**src/rtl/csd_encoder.sv**
```systemverilog
// Recodes an unsigned multiplier into canonical signed digit form, one digit per clock,
// LSB first, and holds the result with its multiplicand until downstream takes it.
module csd_encoder #(
    parameter int W = 32
) (
    input  logic         clk,
    input  logic         rst,
    input  logic         in_valid,
    output logic         in_ready,
    input  logic [W-1:0] x_in,
    input  logic [W-1:0] multi,
    output logic         out_valid,
    input  logic         out_ready,
    output logic [W-1:0] x_out,
    output logic [W:0]   pos,
    output logic [W:0]   neg,
    output logic [5:0]   nz_count,
    output logic         busy
);
    localparam int IW = $clog2(W + 1);
    localparam logic [IW-1:0] LAST_IDX = IW'(W - 1);

    typedef enum logic [1:0] {IDLE, BUSY, DONE} state_t;

    state_t        state;
    state_t        state_nxt;
    logic [W-1:0]  shreg;
    logic          carry;
    logic [IW-1:0] idx;

    logic b_cur;
    logic b_nxt;
    logic c_nxt;
    logic d_pos;
    logic d_neg;
    logic last;
    logic accept;

    assign in_ready  = (state == IDLE) && !rst;
    assign out_valid = (state == DONE);
    assign busy      = (state == BUSY);
    assign accept    = in_valid && in_ready;

    // Zeros shift in from the top, so b_{i+1} reads as 0 on the final digit.
    always_comb begin
        b_cur = shreg[0];
        b_nxt = shreg[1];
        c_nxt = (b_cur & b_nxt) | (b_cur & carry) | (b_nxt & carry);
        d_pos = (b_cur ^ carry) & ~b_nxt;
        d_neg = (b_cur ^ carry) & b_nxt;
        last  = (idx == LAST_IDX);
    end

    always_comb begin
        state_nxt = state;
        case (state)
            IDLE:    if (accept) state_nxt = BUSY;
            BUSY:    if (last) state_nxt = DONE;
            DONE:    if (out_ready) state_nxt = IDLE;
            default: state_nxt = IDLE;
        endcase
    end

    always_ff @(posedge clk) begin
        if (rst) state <= IDLE;
        else     state <= state_nxt;
    end

    always_ff @(posedge clk) begin
        if (rst) begin
            shreg    <= '0;
            carry    <= 1'b0;
            idx      <= '0;
            x_out    <= '0;
            pos      <= '0;
            neg      <= '0;
            nz_count <= '0;
        end else begin
            case (state)
                IDLE: begin
                    if (accept) begin
                        shreg    <= multi;
                        x_out    <= x_in;
                        carry    <= 1'b0;
                        idx      <= '0;
                        pos      <= '0;
                        neg      <= '0;
                        nz_count <= '0;
                    end
                end
                BUSY: begin
                    shreg    <= shreg >> 1;
                    carry    <= c_nxt;
                    idx      <= idx + IW'(1);
                    pos[idx] <= d_pos;
                    neg[idx] <= d_neg;
                    // The final carry becomes the top digit and counts as nonzero too.
                    nz_count <= nz_count + 6'(d_pos | d_neg) + 6'(last & c_nxt);
                    if (last) pos[W] <= c_nxt;
                end
                default: ;
            endcase
        end
    end
endmodule

```
**config.mk**
```make
export PLATFORM = sky130hd
export DESIGN_NAME = csd_encoder
export DESIGN_NICKNAME = d
export VERILOG_FILES = /design/src/rtl/csd_encoder.sv
export SDC_FILE = /design/constraint.sdc
export NUM_CORES = 1
export LEC_CHECK = 0
export CORE_MARGIN = 5
export CORE_UTILIZATION = 51
export CTS_CLUSTER_SIZE = 30
export DETAILED_ROUTE_END_ITERATION = 8
export PLACE_DENSITY = 0.83
export SYNTH_ARGS = -nofsm -noshare
export SYNTH_HDL_FRONTEND = slang
export SYNTH_SLANG_ARGS = --single-unit
```
**constraint.sdc**
```tcl
create_clock -name clk -period 5.66 [get_ports clk]
set_input_delay 0.849 -clock clk [delete_from_list [all_inputs] [get_ports clk]]
set_output_delay 0.849 -clock clk [all_outputs]
set_load 0.02 [all_outputs]
```
==> metrics.csv <==
metric,value,unit
total CTS buffers,17,
critical path type,flip-flop to primary output,
maximum number of pins on one net before global-route repair,86,
remaining routing DRC violations,0,
GP Congestion,0.814,
Slew Limit Headroom,0.367,
CP top delay family,buffers and inverters,
Chip Height,117,um
met1 GRT Util,0.288,
H-tree lvl count,4,
Most used DFF post-synth,dfxtp_1,
flop2flop setup slack,2970,ps
"Reg clk slew, reported paths",60,ps
RR Endpoint,neg[1],
core area,11300,um2
post-CTS sizing,0,
share of the synthesized area in the top cell type,0.501,
Post-CTS Setup Repair Bufs,0,
Starting Density,0.514,
DR WL/cell,17.3,um
global-route met3 utilization,0.0881,
worst slew pin tran,950,ps
Vias/cell,5.72,
"top cells by count, synth","dfxtp_1 (145), nor2_1 (108), a21oi_1 (75), nand2_1 (75)",
Stages on worst setup path,3,
Total Die Area,13600,um2
crit path max fanout,51,
I/O pin cnt,175,
num rows,39,
hold slack,452,ps
Setup crit end,busy,
CP max-delay cell,nand2b_2,
"count leader, synth",dfxtp_1,
Post-synth EDFFs,0,
ANT cells,0,
HP Class,flip-flop to flip-flop,
global-route wire length before repair,26900,um
cells after synthesis,691,
CP Cell Sequence,nand2b_2 > clkinv_1 > clkdlybuf4s50_1,
Pwr Density,315,nW/um2
Post-Route Utilization,0.719,
Period minus WS final,3300,ps
peak supply drop,0.000229,V
total gr overflow,0,
initial antenna violation count,0,
Slew Limit Fails,0,
drt pass-1 iters,5,
final setup fails,0,
Final ANT Viol Nets,0,
Critical Path AT,2450,ps
GRT Max-Usage Layer,met2,
Final Skew,6.65,ps
Final TNS setup,0,ps
Port Buf Inserts,174,
"Seq/Total Area, Yosys",0.501,
Die W,117,um
clock sinks,145,
worst setup path start,state[1],
clock buffer depth,2,
Leakage,2.97,nW
Worst Reg-to-Reg Cells,5,
Critical path buffers and inverters,2,
max incr delay on CP,770,ps
Crit path required time,4810,ps
Worst setup EP type,primary output,
"Async S/R FF share, synth",0,
"Distinct cells, synth",45,
r2r startpoint,state[1],
Layout Area Growth over Synthesis,39.9,%
Root Driver,clkbuf_16,
final hold viol count,0,
max_cap viols,0,
# nets final,900,
post-DP HPWL,11000,um
vias in the first global route,5581,
status,"finished, final reports clean",
Vias,5629,
Post-CTS Hold Buffers,0,
Total GRT Usage,0.251,
later-pin clock latency in the skew report,420,ps
CTS tree,built,
share of cells above drive strength 1,0.0618,
CP startpoint kind,flip-flop,
RSZ-0062 raised after global routing,no,
FMAX,0.303,GHz
number of fill cells in the layout,871,
Yosys reg bits,145,
Ys Warns,0,
met2 usage,0.419,
final cycle utilization of the critical path,0.583,
Synth area leaders,"dfxtp_1 (50%), a22o_1 (9.7%), nor2_1 (7.0%)",
Yosys top cell by area,dfxtp_1,
Mapped Nets,763,
Routed WL,17000,um
post-synthesis cell area,5800,um2
First DRT Iteration DRCs,418,
Avg Inst Size Synth,8.39,um2
## cell usage in the layout (no fill, tap or decap), types with 3 or more instances in the layout
cell type	Yosys	final
a21oi_1	75	75
a22o_1	64	64
a311oi_1	3	3
buf_4	3	6
bufinv_16	0	4
clkbuf_16	0	17
clkbuf_8	0	3
clkdlybuf4s50_1	0	173
clkinv_2	0	6
dfxtp_1	145	145
ha_1	3	3
inv_1	7	7
nand2_1	75	75
nand3_1	6	6
nand3b_1	5	5
nor2_1	108	108
nor3_1	36	35
o21ai_0	64	64
o31ai_1	3	3
or3_1	3	3
or3b_2	5	5
## flip-flops by register name, summed over array words and instances, names as in the netlist
register,flops
carry,1
idx,6
neg,33
nz_count,6
pos,33
shreg,32
state,2
x_out,32
## power by group
group	internal, mW	switching, mW	total, mW
combinational	0.117	0.170	0.286
clock	0.768	0.416	1.18
sequential	1.06	0.0251	1.09
total	1.95	0.610	2.56
## stage by stage
| step | total power, mW | std cells | area [um2] | worst slack, ps |
|---|---|---|---|---|
| final | 2.56 | 984 | 8110 | 2360 |
| after global routing | 2.65 | 984 | 8110 | 2160 |
| after CTS | 2.57 | 984 | 8110 | 2330 |
| after detailed placement | 1.39 | 952 | 7480 | 2110 |
| after global placement | 1.38 | 952 | 7480 | 2150 |
| after floorplan | 1.29 | 691 | 5800 | 3110 |
## worst reg2reg max path: stages (launching register included)
cell and delay, ps:
dfxtp_1 360, or4b_2 670, buf_4 380, nand2_4 670
a21oi_1 230, a22o_1 280
## per-layer routing
| metal | share of wire | wire length, um |
|---|---|---|
| met4 | 0.027 | 466 |
| met3 | 0.085 | 1450 |
| met5 | 0 | 0 |
| met1 | 0.39 | 6680 |
| met2 | 0.49 | 8400 |
## cell type report
| cell class | count | area, um2 | share of cell area |
|---|---|---|---|
| Sequential cell | 145 | 2900 | 0.358 |
| Clock buffer | 21 | 470 | 0.0580 |
| Inverter | 8 | 30.0 | 0.00370 |
| Multi-Input combinational cell | 476 | 2590 | 0.319 |
| Tap cell | 143 | 179 | 0.0221 |
| Clock inverter | 11 | 159 | 0.0196 |
| Timing Repair Buffer | 180 | 1780 | 0.220 |
## kinds of logic after synthesis
group | Yosys count | synth area share
buffers and inverters | 70 | 0.0553
AND/OR/NAND/NOR | 253 | 0.195
AO/OA/AOI/OAI | 219 | 0.239
flip-flops | 145 | 0.501
adder cells (fa/ha/maj) | 4 | 0.00993
## how the worst min path moves through the flow
stage                end       from  cells past startpoint
5_1_grt          neg[14]    neg[14]                      1
3_3_place_gp    x_out[6]   x_out[6]                      2
2_1_floorplan  shreg[31]  shreg[31]                      2
6_report        x_out[8]   x_out[8]                      2
3_5_place_dp    x_out[0]   x_out[0]                      2
4_1_cts         x_out[8]   x_out[8]                      2
Note: power is estimated with default switching activity, not from simulation.
